### src/rtl/sa_write_addr_gen.sv
// Write-address generator for systolic-array output tiles into banked BRAM.
// Walks rows within a tile by a row stride and tiles by a tile step using
// accumulators only. Each accepted beat issues one registered write to all
// enabled banks. Running past the legal BRAM depth aborts the job with a
// sticky error.
module sa_write_addr_gen #(
    parameter int NUM_BANKS  = 4,
    parameter int ADDR_WIDTH = 16,
    parameter int CNT_WIDTH  = 9,
    parameter int MAX_DEPTH  = 36864
) (
    input  logic                  clk,
    input  logic                  rst_n,
    input  logic                  start,
    input  logic                  abort,
    input  logic [ADDR_WIDTH-1:0] cfg_base,
    input  logic [ADDR_WIDTH-1:0] cfg_row_stride,
    input  logic [ADDR_WIDTH-1:0] cfg_tile_step,
    input  logic [CNT_WIDTH-1:0]  cfg_rows,
    input  logic [CNT_WIDTH-1:0]  cfg_tiles,
    input  logic [NUM_BANKS-1:0]  cfg_bank_mask,
    input  logic                  in_valid,
    output logic                  in_ready,
    output logic [NUM_BANKS-1:0]  bram_we,
    output logic [ADDR_WIDTH-1:0] bram_addr,
    output logic                  busy,
    output logic                  done,
    output logic                  err
);

    // Pointers carry one extra bit so a wrap past 2^ADDR_WIDTH is visible.
    localparam int PW = ADDR_WIDTH + 1;
    localparam logic [PW-1:0] DEPTH_LIM = PW'(MAX_DEPTH);

    typedef enum logic [1:0] {
        S_IDLE = 2'd0,
        S_RUN  = 2'd1,
        S_DONE = 2'd2
    } state_t;

    state_t                state_q, state_d;
    logic [PW-1:0]         row_ptr_q, row_ptr_d;
    logic [PW-1:0]         tile_ptr_q, tile_ptr_d;
    logic [CNT_WIDTH-1:0]  row_cnt_q, row_cnt_d;
    logic [CNT_WIDTH-1:0]  tile_cnt_q, tile_cnt_d;
    logic [CNT_WIDTH-1:0]  rows_last_q, rows_last_d;
    logic [CNT_WIDTH-1:0]  tiles_last_q, tiles_last_d;
    logic [ADDR_WIDTH-1:0] stride_q, stride_d;
    logic [ADDR_WIDTH-1:0] step_q, step_d;
    logic [NUM_BANKS-1:0]  mask_q, mask_d;
    logic                  err_q, err_d;
    logic [NUM_BANKS-1:0]  we_q, we_d;
    logic [ADDR_WIDTH-1:0] addr_q, addr_d;

    logic          illegal;
    logic          beat;
    logic          last_row;
    logic          last_tile;
    logic [PW-1:0] next_tile_ptr;

    // Datapath status: legality of the current address and the handshake.
    always_comb begin
        illegal       = (state_q == S_RUN) &&
                        (row_ptr_q[ADDR_WIDTH] || (row_ptr_q >= DEPTH_LIM));
        in_ready      = (state_q == S_RUN) && !illegal && !abort;
        beat          = in_valid && in_ready;
        last_row      = (row_cnt_q == rows_last_q);
        last_tile     = (tile_cnt_q == tiles_last_q);
        next_tile_ptr = tile_ptr_q + {1'b0, step_q};
    end

    // Next-state logic: job control, address accumulation and write issue.
    always_comb begin
        state_d      = state_q;
        row_ptr_d    = row_ptr_q;
        tile_ptr_d   = tile_ptr_q;
        row_cnt_d    = row_cnt_q;
        tile_cnt_d   = tile_cnt_q;
        rows_last_d  = rows_last_q;
        tiles_last_d = tiles_last_q;
        stride_d     = stride_q;
        step_d       = step_q;
        mask_d       = mask_q;
        err_d        = err_q;
        we_d         = '0;
        addr_d       = addr_q;

        case (state_q)
            S_IDLE: begin
                if (start) begin
                    state_d      = S_RUN;
                    row_ptr_d    = {1'b0, cfg_base};
                    tile_ptr_d   = {1'b0, cfg_base};
                    row_cnt_d    = '0;
                    tile_cnt_d   = '0;
                    // A zero count means one row/tile, so the terminal index is 0.
                    rows_last_d  = (cfg_rows == '0)  ? '0 : cfg_rows - CNT_WIDTH'(1);
                    tiles_last_d = (cfg_tiles == '0) ? '0 : cfg_tiles - CNT_WIDTH'(1);
                    stride_d     = cfg_row_stride;
                    step_d       = cfg_tile_step;
                    mask_d       = cfg_bank_mask;
                    err_d        = 1'b0;
                end
            end
            S_RUN: begin
                if (abort) begin
                    state_d = S_DONE;
                end else if (illegal) begin
                    err_d   = 1'b1;
                    state_d = S_DONE;
                end else if (beat) begin
                    we_d   = mask_q;
                    addr_d = row_ptr_q[ADDR_WIDTH-1:0];
                    if (last_row) begin
                        if (last_tile) begin
                            state_d = S_DONE;
                        end else begin
                            row_cnt_d  = '0;
                            tile_cnt_d = tile_cnt_q + CNT_WIDTH'(1);
                            tile_ptr_d = next_tile_ptr;
                            row_ptr_d  = next_tile_ptr;
                        end
                    end else begin
                        row_cnt_d = row_cnt_q + CNT_WIDTH'(1);
                        row_ptr_d = row_ptr_q + {1'b0, stride_q};
                    end
                end
            end
            S_DONE: begin
                state_d = S_IDLE;
            end
            default: begin
                state_d = S_IDLE;
            end
        endcase
    end

    // State, configuration and output registers.
    always_ff @(posedge clk or negedge rst_n) begin
        if (!rst_n) begin
            state_q      <= S_IDLE;
            row_ptr_q    <= '0;
            tile_ptr_q   <= '0;
            row_cnt_q    <= '0;
            tile_cnt_q   <= '0;
            rows_last_q  <= '0;
            tiles_last_q <= '0;
            stride_q     <= '0;
            step_q       <= '0;
            mask_q       <= '0;
            err_q        <= 1'b0;
            we_q         <= '0;
            addr_q       <= '0;
        end else begin
            state_q      <= state_d;
            row_ptr_q    <= row_ptr_d;
            tile_ptr_q   <= tile_ptr_d;
            row_cnt_q    <= row_cnt_d;
            tile_cnt_q   <= tile_cnt_d;
            rows_last_q  <= rows_last_d;
            tiles_last_q <= tiles_last_d;
            stride_q     <= stride_d;
            step_q       <= step_d;
            mask_q       <= mask_d;
            err_q        <= err_d;
            we_q         <= we_d;
            addr_q       <= addr_d;
        end
    end

    // Outputs come straight from registers.
    always_comb begin
        bram_we   = we_q;
        bram_addr = addr_q;
        busy      = (state_q == S_RUN);
        done      = (state_q == S_DONE);
        err       = err_q;
    end

endmodule

### config.mk
export PLATFORM = sky130hd
export DESIGN_NAME = sa_write_addr_gen
export DESIGN_NICKNAME = d
export VERILOG_FILES = /design/src/rtl/sa_write_addr_gen.sv
export SDC_FILE = /design/constraint.sdc
export NUM_CORES = 1
export LEC_CHECK = 0
export ABC_CLOCK_PERIOD_IN_PS = 2400
export CORE_MARGIN = 1
export CORE_UTILIZATION = 39
export CTS_BUF_LIST = sky130_fd_sc_hd__clkbuf_4
export DETAILED_ROUTE_END_ITERATION = 8
export HOLD_SLACK_MARGIN = 0.05
export PLACE_DENSITY = 0.64
export SLEW_MARGIN = 20
export SYNTH_ARGS = -nofsm -noshare
export SYNTH_HDL_FRONTEND = slang
export SYNTH_SLANG_ARGS = --single-unit
### constraint.sdc
create_clock -name clk -period 2.4 [get_ports clk]
set_input_delay 0.48 -clock clk [delete_from_list [all_inputs] [get_ports clk]]
set_output_delay 0.48 -clock clk [all_outputs]
set_load 0.02 [all_outputs]
[Word-level counts from Yosys, hierarchy flattened]
Cells that the tools add are included.
Operators by class
  add/subtract/negate cells: 6
  multiply operators: 0
  div/mod/pow operators: 0
  $lt $le $gt $ge: 1
  equality and inequality tests: 15
  shifts and indexed selects: 0
  muxes and demuxes: 42
  bitwise gates (word level): 2
  reduce and logical (&&, ||, !) cells: 17
Operator list (count)
  2-to-1 mux 17 bit: 10
  2-to-1 mux 9 bit: 13
  case mux 17 bit (2 select lines): 2
  case mux 9 bit (2 select lines): 2
  adder 17 x 16 -> 17 bit: 2
  adder 9 x 1 -> 9 bit, second input constant: 2
  == test 9 bit: 2
  zero test 9 bit: 2
  subtractor 9 x 1 -> 9 bit, second input constant: 2
  greater-or-equal comparator 17 x 16 -> 1 bit, second input constant: 1
  2-to-1 mux 4 bit: 4
  2-to-1 mux 2 bit: 6
  inequality test 4 x 2 -> 1 bit, second input constant: 3
  AND reduction 4 bit: 3
  inequality test 2 bit, second input constant: 4
  AND reduction 7 bit: 1
  inequality test 2 x 1 -> 1 bit, second input constant: 3
  AND reduction 6 bit: 1
  logical AND 1 bit: 4
  case mux 2 bit (2 select lines): 1
  2-to-1 mux 1 bit: 3
  inequality test 3 bit, second input constant: 1
  == test 2 x 1 -> 1 bit, second input constant: 1
  == test 2 bit, second input constant: 1
  other kinds (7): 9
Storage, ports and cells
  bits in registers: 129
  bits in latches: 0
  bits in writable memories: 0
  ROM bits: 0
  bits of input ports: 75
  output and inout bits: 24
  logic and storage cells: 96
  memories kept: 0

[Depth between registers and ports, before layout]
Gate-level depths: netlist of the first run.
  word-level depth: 11
  depth in mapped cells: 10
  mapped depth without buffers: 8

[Least setup slack after synthesis of the first run]
OpenSTA, ideal clock, no wires.
  path type: flip-flop to flip-flop
  start point: reg row_ptr_q[0]
  end point: reg row_ptr_q[10]
  library setup time: 0.132 ns
  arrival time: 2.094 ns
  data required time: 2.268 ns
  path slack: 0.174 ns
  stages on the path, launching flop included: 9
  buffers on the path: 0
  clock period less this slack: 2.226 ns
  cells stage by stage: dfrtp_1 -> ha_1 -> fa_1 -> a211oi_1 -> o21ai_0 -> a31o_2 -> a21oi_1 -> xor2_1 -> o211ai_1
On the way
  word-level cells in the longest chain between the ends: 9
  elaborated cells on any way between the ends: 16
  classes of those cells: add/sub (1); order compare (1); eq/ne (2); mux (5); reduce/logical (7)
Ends and longest elaborated chain
  start, declared: line 42  | logic [PW-1:0] row_ptr_q, row_ptr_d;
  start signal, assigned: line 156  | row_ptr_q <= row_ptr_d;
  greater-or-equal comparator 17 x 16 -> 1 bit: line 64  | (row_ptr_q[ADDR_WIDTH] || (row_ptr_q >= DEPTH_LIM));
  logical OR 1 bit: line 64
  logical AND 1 bit: line 63  | illegal = (state_q == S_RUN) &&
  zero test 1 bit: line 65  | in_ready = (state_q == S_RUN) && !illegal && !abort;
  logical AND 1 bit (2 in series): line 65
  logical AND 1 bit: line 66  | beat = in_valid && in_ready;
  inequality test 2 x 1 -> 1 bit (no line)
  AND reduction 6 bit (no line)
Parallel ways exist; a longest one is shown, timed or not. The select of a mux whose other input is x is not followed.
A chain may end at the register's enable or synchronous reset.

[Worst setup path after layout of the first run]
  start point: reg row_ptr_q[14]
  end point: out in_ready
On the way
  word-level cells in the longest chain between the ends: 6
Ends and longest elaborated chain
  greater-or-equal comparator 17 x 16 -> 1 bit: line 64
  logical OR 1 bit: line 64
  logical AND 1 bit: line 63
  zero test 1 bit: line 65
  logical AND 1 bit (2 in series): line 65
  end, declared: line 23  | output logic in_ready,
No other way between the ends.

==> flow_metrics.py, run 1 <==
metrics = {
    "cts": {
        "cts_buffer_depth": 2,
        "cts.clk_slew.worst_paths_ns": 0.12,
        "cts-root-buf": "clkbuf_4",
        "cts-htree-levels": 4,
        "numCtsBuffers": 17,
        "cts_sinks": 129,
        "clock_latency_ns": 0.57,
        "cts_tree": "yes",
    },
    "detailed_routing": {
        "wl_microns": 20700,
        "via_per_inst": 5.26,
        "drtIter0Drc": 583,
        "detail-route-antenna-nets": 0,
        "drc": 0,
        "firstDrtPassIters": 5,
        "wl_per_cell_microns": 15.9,
        "vias": 6833,
    },
    "worst_setup_path": {
        "end_kind": "output pin",
        "worstPathRequired_ns": 1.92,
        "rrSetupSlack_ns": 0.10,
        "crit_buf_inv": 1,
        "worst_r2r_startpoint": "row_ptr_q[0]",
        "r2r_end": "row_ptr_q[4]",
        "slowest_stage": "dfrtp_2",
        "criticalPathCategory": "reg -> out",
        "reg2reg_depth": 9,
        "cp_slowest_stage_delay_ns": 0.48,
        "crit_chain": "nor4_4 > o211a_4 > clkdlybuf4s15_2",
        "path_delay_family": "flip-flops",
        "worst-path-max-fanout": 4,
        "arrival_ns": 1.83,
        "cp-start-kind": "flop",
    },
    "sta": {
        "slew_violations": 0,
        "hold_viol": 0,
        "post-route-period-util_pct": 96.2,
        "fmax_ghz": 0.433,
        "tightest_slew_ns": 0.565,
        "worst_hold_slack_ns": 0.403,
        "clock_skew_ns": 0.0239,
        "setup_ws_ns": 0.0908,
        "finalCriticalPeriod_ns": 2.31,
        "slew_headroom_pct": 62.1,
        "setup_viol": 0,
    },
    "floorplanning": {
        "die_x_microns": 143,
        "initial_core_util_pct": 39.9,
        "die_area_sq_um": 20500,
        "core-area_sq_um": 19500,
        "io_pins": 99,
        "die_y_microns": 143,
        "rows": 51,
    },
    "synthesis": {
        "syn_area_per_cell_sq_um": 8.81,
        "yosys.area_share.adder_pct": 6.32,
        "synth_enable_flop_cells": 0,
        "synth_area_sq_um": 7760,
        "synth_top_family_by_area": "simple AND/OR/NAND/NOR gates",
        "post_synth_and_or_nand_nor_area_fraction_pct": 21.9,
        "seq_area_frac_synth_pct": 41.6,
        "synth.area.mux_share_pct": 2.06,
        "synth_nets": 994,
        "async_flop_share_pct": 100,
        "ys_ff_latch": 129,
        "synth_compound_area_share_pct": 19.0,
        "synth_cell_types": 76,
        "yosys_most_used_dff": "dfrtp_1",
        "ys_warn_count": 0,
        "synth_cells": 881,
        "synth_xor_area_share_pct": 5.98,
    },
    "placed_design": {
        "pre_cts_ws_ns": -0.0661,
        "hpwl_microns": 15400,
        "io_buffers": 98,
        "gp_congestion": 0.879,
    },
    "finish": {
        "final_common_cell": "nand2_1",
        "final_core_util_pct": 50.0,
        "most-common-layout-cells": "nand2_1 (235), dfrtp_1 (128), clkdlybuf4s50_1 (95)",
        "layout-drive-gt1-share_pct": 12.9,
        "syn2layout_area_growth_pct": 25.2,
        "nets": 1131,
    },
    "grt": {
        "antenna_found_initial": 2,
        "grt_pass1_wl_microns": 33700,
        "gr-total-overflow": 0,
        "grt_max_degree": 60,
        "first_global_vias": 6488,
        "track_usage_pct": 21.6,
    },
    "pwr": {
        "power_density_nw_per_um2": 1410,
        "leakagePower_nw": 4.46,
        "irDropWorstVdd_uv": 604,
        "power_w": 0.0137,
    },
    "hold_path": {
        "min_path_type": "in -> async",
    },
    "run": {
        "drv_cap": 0,
    },
    "outcome": {
        "status": "complete, no violations",
    },
}
## worst max path at each step
stage,cells past startpoint,slack (ns),startpoint,endpoint
2_1_floorplan,8,0.17,row_ptr_q[0],row_ptr_q[10]
3_3_place_gp,8,0.04,row_ptr_q[0],row_ptr_q[16]
3_5_place_dp,8,-0.07,row_ptr_q[0],row_ptr_q[10]
4_1_cts,9,0.02,row_ptr_q[0],row_ptr_q[4]
5_1_grt,9,-0.007,row_ptr_q[0],row_ptr_q[4]
6_report,3,0.09,row_ptr_q[14],in_ready
## area by class of cell
class	instances	area, sq um
repair buffers	154	1440
flip-flops and latches	129	3230
inverters	17	63.8
well taps	265	332
clock inverters	13	144
multi-input cells	699	4370
diodes	2	5.00
clock buffers	19	143
fillers	1890	9740
## metrics by stage
stage                     cell area [sq um]  instances  TNS [ns]
after global routing                   9720       1297  -0.00658
after detailed placement               9330       1261    -0.115
after global placement                 9330       1261         0
final                                  9730       1298         0
after floorplan                        7760        881         0
after CTS                              9630       1294         0
## sequential cells by signal, summed over array words and instances (netlist names), 16 cells and up
name        count
row_ptr_q      17
tile_ptr_q     17
bram_addr      16
step_q         16
stride_q       16
## worst reg2reg max path: cells and delay by family (launching register included)
kind	cells	cell delay, ns
adders and majority gates	2	0.57
buffers and inverters	1	0.15
muxes	2	0.46
xor gates and xnor gates	1	0.23
AOI/OAI and AO/OA	3	0.37
DFF	1	0.42
## metal layers
metal  wire length, microns  part of all wire [%]  up-vias  GRT usage [%]
li1                       -                     -     3396              -
met2                   9140                    44      204           32.8
met3                   1070                   5.1       26           4.06
met1                  10100                    49     3207           30.3
met5                      0                     0        -              0
met4                    386                   1.9        0           7.98
## repair_timing
| action | CTS | global route |
|---|---|---|
| hold endpoints to repair | 32 | 0 |
| setup buffers | 0 | 2 |
| endpoints found under the setup margin | 5 | 20 |
| hold buffers | 1 | 0 |
| resized for setup | 6 | 17 |
| pin swaps | 0 | 6 |
## cells by family (layout without fill, tap and decap cells)
kind of cell | count (synthesis) | after routing
buf+inv | 53 | 203
flops | 129 | 129
mux | 15 | 15
xor+xnor | 53 | 53
simple gates | 377 | 377
fa+ha+maj | 38 | 38
other cells | 0 | 2
compound gates | 216 | 216
## synthesized netlist by cell type (3+ instances only)
cell | count | area [sq um]
nand4_1 | 8 | 50.1
dfrtp_1 | 129 | 3230
xnor2_1 | 24 | 210
o211ai_1 | 18 | 135
a211oi_1 | 11 | 82.6
mux2_2 | 8 | 90.1
o21a_1 | 7 | 52.6
nor2_2 | 3 | 18.8
a21oi_1 | 32 | 160
or4_1 | 5 | 37.5
o21bai_1 | 4 | 30.0
buf_2 | 4 | 20.0
a21o_1 | 10 | 75.1
nor2_1 | 36 | 135
o21ai_0 | 62 | 310
ha_1 | 36 | 450
o21ai_1 | 7 | 35.0
o31ai_1 | 9 | 67.6
buf_6 | 5 | 56.3
nand3_1 | 23 | 115
o2111a_1 | 3 | 33.8
nand2_1 | 236 | 886
and2_1 | 13 | 81.3
xor2_1 | 29 | 254
nor4_1 | 3 | 18.8
a21boi_0 | 5 | 37.5
nor3_1 | 11 | 55.1
nand2b_1 | 5 | 31.3
or3_1 | 9 | 56.3
nor2b_1 | 3 | 18.8
a22oi_1 | 4 | 30.0
and3_1 | 10 | 62.6
clkbuf_1 | 24 | 90.1
a2111oi_0 | 3 | 26.3
a31oi_1 | 6 | 37.5
inv_1 | 16 | 60.1
mux2i_1 | 7 | 70.1
## report_power, final
| part | total [W] | internal [W] | switching [W] |
|---|---|---|---|
| registers | 0.00370 | 0.00305 | 0.000654 |
| clock network | 0.00158 | 0.000727 | 0.000855 |
| logic | 0.00842 | 0.00365 | 0.00477 |
Note: power is estimated with default switching activity, not from simulation.
==> inputs of run 2 (changes only) <==
--- a/config.mk
+++ b/config.mk
@@ -5,14 +5,13 @@
 export SDC_FILE = /design/constraint.sdc
 export NUM_CORES = 1
 export LEC_CHECK = 0
-export ABC_CLOCK_PERIOD_IN_PS = 2400
 export CORE_MARGIN = 1
 export CORE_UTILIZATION = 39
 export CTS_BUF_LIST = sky130_fd_sc_hd__clkbuf_4
 export DETAILED_ROUTE_END_ITERATION = 8
 export HOLD_SLACK_MARGIN = 0.05
 export PLACE_DENSITY = 0.64
-export SLEW_MARGIN = 20
 export SYNTH_ARGS = -nofsm -noshare
 export SYNTH_HDL_FRONTEND = slang
 export SYNTH_SLANG_ARGS = --single-unit
+export TNS_END_PERCENT = 20
==> run 2 against run 1 <==
Worst hold slack got worse by 0.0048 ns. Critical path depth is the same. Register-to-register slack about the same. Clock skew rose by 0.00070 ns. Via count about the same. Sequential cell count did not move. Global-route usage is the same. Critical path type unchanged. Cell area shrank 0.17%. Sequential share of layout area is essentially flat.
==> flow_metrics.py, run 2 (same netlist as run 1, synthesis figures left out) <==
metrics = {
    "pwr": {
        "switching_share_pct": 45.9,
        "p_comb_share_pct": 61.4,
        "p_seq_share_pct": 27.0,
        "leakagePower_nw": 4.45,
        "internal_power_w": 0.00740,
        "pwr-share-clk_pct": 11.5,
        "irDropWorstVdd_uv": 604,
        "power_w": 0.0137,
        "switchingPower_w": 0.00629,
        "power_density_nw_per_um2": 1410,
    },
    "grt": {
        "grt_max_degree": 60,
        "antenna_found_initial": 2,
        "track_usage_pct": 21.6,
        "grt_pass1_wl_microns": 33700,
        "first_global_vias": 6488,
        "gr-total-overflow": 0,
    },
    "finish": {
        "nFillCells": 1895,
        "layout-drive-gt1-share_pct": 12.6,
        "syn2layout_area_growth_pct": 25.0,
        "nets": 1129,
        "largestRegisters": "row_ptr_q: 17 flops, tile_ptr_q: 17 flops",
        "instances_no_fill": 1296,
        "final_common_cell": "nand2_1",
        "most-common-layout-cells": "nand2_1 (235), dfrtp_1 (129), clkdlybuf4s50_1 (95)",
    },
    "floorplanning": {
        "core-area_sq_um": 19500,
        "io_pins": 99,
        "initial_core_util_pct": 39.9,
        "die_y_microns": 143,
        "die_area_sq_um": 20500,
        "rows": 51,
        "die_x_microns": 143,
    },
    "cts": {
        "cts-root-buf": "clkbuf_4",
        "cts_buffer_depth": 2,
        "cts.clk_slew.worst_paths_ns": 0.12,
        "cts_setup_buffers": 0,
        "cts-htree-levels": 4,
        "cts_sinks": 129,
        "numCtsBuffers": 17,
        "clock_latency_ns": 0.57,
        "cts_tree": "yes",
    },
    "worst_setup_path": {
        "arrival_ns": 1.84,
        "reg2reg_depth": 9,
        "r2r_end": "row_ptr_q[4]",
        "criticalPathCategory": "reg -> out",
        "slowest_stage": "dfrtp_1",
        "cp-start-kind": "flop",
        "crit_end": "in_ready",
        "worstPathRequired_ns": 1.92,
        "worst-path-max-fanout": 3,
        "critPathLaunch": "row_ptr_q[16]",
        "rrSetupSlack_ns": 0.09,
        "cp_slowest_stage_delay_ns": 0.44,
        "worst_r2r_startpoint": "row_ptr_q[0]",
        "end_kind": "output pin",
        "crit_chain": "nor4_4 > o211a_4 > clkdlybuf4s15_2",
    },
    "detailed_routing": {
        "detail-route-antenna-nets": 0,
        "vias": 6828,
        "drtIter0Drc": 483,
        "firstDrtPassIters": 5,
        "drc": 0,
        "via_per_inst": 5.27,
        "wl_microns": 20700,
        "wl_per_cell_microns": 16.0,
    },
    "run": {
        "drv_cap": 0,
    },
    "sta": {
        "rsz0062_at_grt": "yes",
        "finalCriticalPeriod_ns": 2.32,
        "slew_violations": 0,
        "setup_viol": 0,
        "tightest_slew_ns": 0.547,
        "clock_skew_ns": 0.0246,
        "slew_headroom_pct": 63.3,
        "fmax_ghz": 0.431,
        "post-route-period-util_pct": 96.6,
        "hold_viol": 0,
    },
    "outcome": {
        "status": "complete, no violations",
    },
    "placed_design": {
        "hpwl_microns": 15400,
        "dpl.cell_count": 1261,
        "io_buffers": 98,
        "gp_congestion": 0.879,
    },
    "hold_path": {
        "min_path_type": "in -> async",
    },
}
==> run 2: timing repair <==
item,4_1_cts,5_1_grt
hold endpoints to repair,32,0
gates resized for setup,6,16
endpoints found under the setup margin,5,20
hold buffers,1,0
pin swaps,0,5
==> run 2: metal layers <==
| metal | wire length (microns) | share of wire, % | global-route usage (%) |
|---|---|---|---|
| met1 | 10000 | 48 | 30.3 |
| met2 | 9180 | 44 | 32.8 |
| met5 | 0 | 0 | 0 |
| met3 | 1160 | 5.6 | 4.06 |
| met4 | 390 | 1.9 | 7.98 |
==> run 2: critical path, delay by kind of cell (launching register included) <==
kind,cells,cell delay (ns)
AND/OR/NAND/NOR,1,0.35
flip-flops,1,0.44
buffers and inverters,1,0.26
AO/OA/AOI/OAI,1,0.22
==> run 2: worst min path at each step <==
| stage | from | to | slack [ns] |
|---|---|---|---|
| final | rst_n | mask_q[1] | 0.40 |
| after global routing | cfg_row_stride[15] | stride_q[15] | 0.40 |
| after CTS | rst_n | tile_ptr_q[12] | 0.39 |
| after detailed placement | mask_q[1] | mask_q[1] | 0.45 |
| after global placement | mask_q[1] | mask_q[1] | 0.45 |
| after floorplan | rst_n | bram_addr[0] | 0.18 |
==> run 2: power by group through the flow <==
stage	clock, W	sequential (W)	combinational [W]
floorplan	0	0.00371	0.00544
global placement	0	0.00372	0.00798
detailed placement	0	0.00374	0.00802
CTS	0.00162	0.00370	0.00810
global route	0.00171	0.00382	0.00931
finish	0.00158	0.00370	0.00841
==> run 2: stage by stage <==
stage	TNS (ns)	utilization [%]	hold slack [ns]	setup WS, ns	instance area [sq um]
2_1_floorplan	0	-	0.184	0.174	7760
3_3_place_gp	0	48.0	0.450	0.0410	9330
3_5_place_dp	-0.115	48.0	0.454	-0.0661	9330
4_1_cts	0	49.5	0.390	0.0224	9630
5_1_grt	-0.0186	49.9	0.401	-0.0121	9710
6_report	0	49.9	0.398	0.0810	9710
==> run 2: cell type report <==
class | count | area [sq um] | area share (%)
Multi-Input combinational cell | 699 | 4370 | 45.0
Sequential cell | 129 | 3230 | 33.2
Timing Repair Buffer | 152 | 1420 | 14.7
Tap cell | 265 | 332 | 3.41
Clock inverter | 13 | 144 | 1.48
Clock buffer | 19 | 143 | 1.47
Inverter | 17 | 63.8 | 0.657
Antenna cell | 2 | 5.00 | 0.0515
